===== config.mk =====
export PLATFORM = sky130hd
export DESIGN_NAME = stream_interp
export DESIGN_NICKNAME = d
export VERILOG_FILES = /design/src/rtl/stream_interp.sv
export SDC_FILE = /design/constraint.sdc
export NUM_CORES = 1
export LEC_CHECK = 0
export BUFFER_PORTS_ARGS = -buffer_cell sky130_fd_sc_hd__clkbuf_2
export CORE_ASPECT_RATIO = 0.5
export CORE_MARGIN = 2
export CORE_UTILIZATION = 30
export DETAILED_ROUTE_END_ITERATION = 8
export PLACE_DENSITY = 0.51
export SLEW_MARGIN = 25
export SYNTH_ARGS = -nofsm -noshare
export SYNTH_HDL_FRONTEND = slang
export SYNTH_SLANG_ARGS = --single-unit

===== constraint.sdc =====
create_clock -name clk -period 4.1 [get_ports clk]
set_input_delay 0.205 -clock clk [delete_from_list [all_inputs] [get_ports clk]]
set_output_delay 0.205 -clock clk [all_outputs]
set_load 0.01 [all_outputs]

===== src/rtl/stream_interp.sv =====
// ============================================================================
// stream_interp : AXI-Stream sample repeater / zero-stuffing interpolator
// Revision      : 1.0
// ============================================================================
`default_nettype none

module stream_interp #(
  parameter int DATA_WIDTH = 16
) (
  input  logic                  clk,
  input  logic                  reset,
  input  logic [31:0]           interp,
  input  logic                  zero_stuff,
  input  logic [DATA_WIDTH-1:0] stream_i_tdata,
  input  logic                  stream_i_tvalid,
  output logic                  stream_i_tready,
  output logic [DATA_WIDTH-1:0] stream_o_tdata,
  output logic                  stream_o_tvalid,
  input  logic                  stream_o_tready,
  output logic                  stream_o_tlast
);

  localparam logic [31:0] C_ONE = 32'd1;

  logic [DATA_WIDTH-1:0] data_q, data_d;
  logic [31:0]           cnt_q, cnt_d;
  logic [31:0]           n_q, n_d;
  logic                  zs_q, zs_d;
  logic                  full_q, full_d;

  logic w_last;
  logic w_in_hs;
  logic w_out_hs;

  assign w_last   = (cnt_q == n_q);
  assign w_in_hs  = stream_i_tvalid && stream_i_tready;
  assign w_out_hs = full_q && stream_o_tready;

  // Accepting a new sample is only allowed once the final repetition leaves.
  assign stream_i_tready = !full_q || (stream_o_tready && w_last);
  assign stream_o_tvalid = full_q;
  assign stream_o_tlast  = full_q && w_last;
  assign stream_o_tdata  = ((cnt_q == C_ONE) || !zs_q) ? data_q : '0;

  always_comb begin
    data_d = data_q;
    cnt_d  = cnt_q;
    n_d    = n_q;
    zs_d   = zs_q;
    full_d = full_q;
    if (w_in_hs) begin
      data_d = stream_i_tdata;
      n_d    = (interp == 32'd0) ? C_ONE : interp;
      zs_d   = zero_stuff;
      cnt_d  = C_ONE;
      full_d = 1'b1;
    end else if (w_out_hs) begin
      if (w_last) begin
        full_d = 1'b0;
      end else begin
        cnt_d = cnt_q + C_ONE;
      end
    end
  end

  always_ff @(posedge clk or posedge reset) begin
    if (reset) begin
      data_q <= '0;
      cnt_q  <= C_ONE;
      n_q    <= C_ONE;
      zs_q   <= 1'b0;
      full_q <= 1'b0;
    end else begin
      data_q <= data_d;
      cnt_q  <= cnt_d;
      n_q    <= n_d;
      zs_q   <= zs_d;
      full_q <= full_d;
    end
  end

endmodule

`default_nettype wire

==> results.md <==
* Worst path cell trace: xor2_1, nor4_1, nand4_1, or2_1, o22ai_4, buf_4, mux2_2
* Post-DRT Antenna Nets at 0
* CTS root buffer: clkbuf_16
* Post-Synthesis Cells at 414
* Avg Cell Area, Syn at 10.54 µm²
* Via count at 3272
* Maximum vdd drop at 0.0001827 V
* Final period util at between 70% and 80%
* Worst endpoint required time at 4.32 ns
* Std-Cell Rows at 31
* Hold WC Path Type: input pin to async pin
* Launch point of the worst reg-to-reg path: cnt_q[7]$_DFFE_PP0P_
* TritonCTS clock tree: built
* Post-DP HPWL at 7919 µm
* Startpoint types: flop
* CP Launch Point: cnt_q[7]$_DFFE_PP0P_
* Pleak at 2.293 nW
* Power Total at 2.128 mW
* Most frequent cell after synthesis: dfrtp_1
* Clock-pin slew on the worst setup and hold paths at 0.06 ns
* Actual slew at the worst max-slew pin at 0.8355 ns
* Routed vias/inst at 4.819
* Htree depth at 3
* Post-synth top flop: dfrtp_1
* Largest cells by area after synthesis: dfrtp_1 46%, mux2_2 13%, xor2_1 6.4%, xnor2_1 3.2%, nor4_1 3.2%
* Final Net Count at 531
* Setup TNS at 0 ns
* FMAX at 335.6 MHz
* Async SR Flop Fraction at 100.0%
* Number of remaining DRC errors at 0
* CP max stage cell: buf_4
* First-pass GRT wire length at 17620 µm
* Core area at between 0.01 and 0.015 mm²
* Initial cell density of the core at 30.40%
* Vias in the first global route at 3235
* Initial antenna violation count at 0
* Status: complete, but fails checks
* Tot GR Track Use at 14.76%
* Detailed Routing Iterations Pass 1 at 4
* Total gr overflow at 0
* Final Skew at 0.007454 ns
* Largest net degree at the start of global routing at 52
* Synth area leader: dfrtp_1
* Commonest cells in the netlist: 80 x dfrtp_1, 49 x mux2_2, 32 x xor2_1, 31 x nor2_1
* Max cap viols at 0
* Die width at between 150 and 200 µm
* Layout area overhead at 17.89%
* Cts bufs inserted at 9
* Drt initial violations at ~180
* Routability Congestion at 0.7827
* Die area at between 0.015 and 0.02 mm²
* Worst stage delay on the critical path at around 0.53 ns
* Crit Path Class: flop to flop
* Final Hold Viols at 31
* Seq/Total Area, Yosys at 47.09%
* Post-synthesis cell type count at 41
* Yosys top cell area share at 45.88%
* Postcts setup bufs at 0
* Slew margin rel. at 44.24%
* Slew Viols, Final at 0
* Syn Nets at 469
* Minimum clock period at a little under 3 ns
* Failing checks: hold timing
* Placed instance area at 0.004846 mm²
* CTS-repair resized insts at 0
* CP arrival at 3.20 ns
* Share of cells above drive strength 1 at about 30%
* CTS sink count at 82
* Port bufs at a little over 70
* Final instance area at 0.005144 mm²
* Worst-path fanout max at 51
* YS warnings at 0
* Final Util at a little over a third
* Cts hold-fix bufs at 0
* Die H at 89.28 µm
* Crit. End Element: flop
* PD cells at 413.8 mW/mm²
* Yosys reg bits at 82
* N_diodes at 0
* WL per Instance at ~16 µm
* Clock buffer depth at 2
* Worst skew pair latency at around 0.34 ns
* Unrepaired setup endpoints after global routing: false
* IO Pins at just over 70
* Post-synth EDFFs at 0
* Synthesized cell area at 0.004363 mm²
* WL final at 10890 µm
* Worst hold slack at -0.01193 ns
* Setup violators final at 0
## per-layer routing
metal  vias to the layer above  part of all wire (%)  GRT usage [%]
li1                       1605                     -              -
met1                      1582                    52          20.98
met2                        70                    43          22.40
met3                        15                   3.5          3.401
met4                         0                   1.8          4.848
met5                         -                     0              0
## kinds of logic (layout without fill, tap and decap cells)
logic type | after synthesis | after routing | synth area share (%)
buf+inv | 36 | 103 | 4.674
flops | 82 | 82 | 47.09
fa+ha+maj | 2 | 2 | 0.5735
xor+xnor | 48 | 48 | 9.636
mux | 49 | 49 | 12.65
compound gates | 53 | 53 | 8.259
simple gates | 144 | 144 | 17.12
## final cells by class
type                    count  area (µm²)
clock buffers              10       229.0
clock inverters             6       68.82
fillers                  1490        9208
inverters                  10       38.79
multi-input cells         296        2105
flip-flops and latches     82        2054
well taps                 198       247.7
repair buffers             77       400.4
## critical path, delay by kind of cell, from the launching register on
kind                      cells  cell delay, ns
and+or+nand+nor               3            1.00
xor gates and xnor gates      1            0.20
AOI/OAI and AO/OA             1            0.19
muxes                         1            0.41
buffers and inverters         1            0.53
DFF                           1            0.47
## metrics by stage
| stage | setup WS [ns] | instances | hold slack [ns] |
|---|---|---|---|
| 3_3_place_gp | 1.119 | 663 | 0.3833 |
| 6_report | 1.120 | 679 | -0.01193 |
| 3_5_place_dp | 1.126 | 663 | 0.3948 |
| 4_1_cts | 1.121 | 679 | 0.02628 |
| 2_1_floorplan | 1.790 | 414 | 0.3383 |
| 5_1_grt | 0.9465 | 679 | 0.06375 |
## sequential cells by signal, indices dropped and copies added (netlist names)
register and cells:
data_q 16, stream_o_tvalid 1, n_q 32, zs_q 1, cnt_q 32
## worst paths after layout
check,endpoint,slack [ns],cells past startpoint
min in group clk,data_q[9]$_DFFE_PP0N_,0.09,2
worst min register to register,data_q[12]$_DFFE_PP0N_,0.50,1
worst max-delay path,n_q[28]$_DFFE_PP0N_,1.12,7
max in group asynchronous,cnt_q[30]$_DFFE_PP0P_,3.13,3
worst max register to register,n_q[28]$_DFFE_PP0N_,1.12,7
worst min-delay path,data_q[9]$_DFFE_PP0N_,-0.01,2
## where the power goes
| group | switching (mW) | leakage [nW] | internal (mW) |
|---|---|---|---|
| logic | 0.145 | 1.12 | 0.159 |
| clock network | 0.338 | 0.143 | 0.474 |
| registers | 0.112 | 1.03 | 0.901 |
| total | 0.595 | 2.29 | 1.53 |
## cell usage in the layout, fill, tap and decap left out, drive strengths merged, types with 2 or more instances in the layout
| cell type | count |
|---|---|
| clkbuf | 81 |
| dfrtp | 80 |
| mux2 | 49 |
| xor2 | 32 |
| nor2 | 31 |
| nor4 | 22 |
| nand2 | 22 |
| and2 | 18 |
| xnor2 | 16 |
| nand3 | 15 |
| nand4 | 14 |
| o21ai | 13 |
| a21oi | 12 |
| inv | 9 |
| and3 | 7 |
| a211oi | 7 |
| nor3 | 6 |
| buf | 6 |
| clkinv | 5 |
| a22o | 4 |
| a2111oi | 4 |
| nor2b | 3 |
| o22ai | 3 |
| or3 | 2 |
| a21o | 2 |
| o31ai | 2 |
| ha | 2 |
| dfstp | 2 |
| or2 | 2 |
Note: power is estimated with default switching activity, not from simulation.
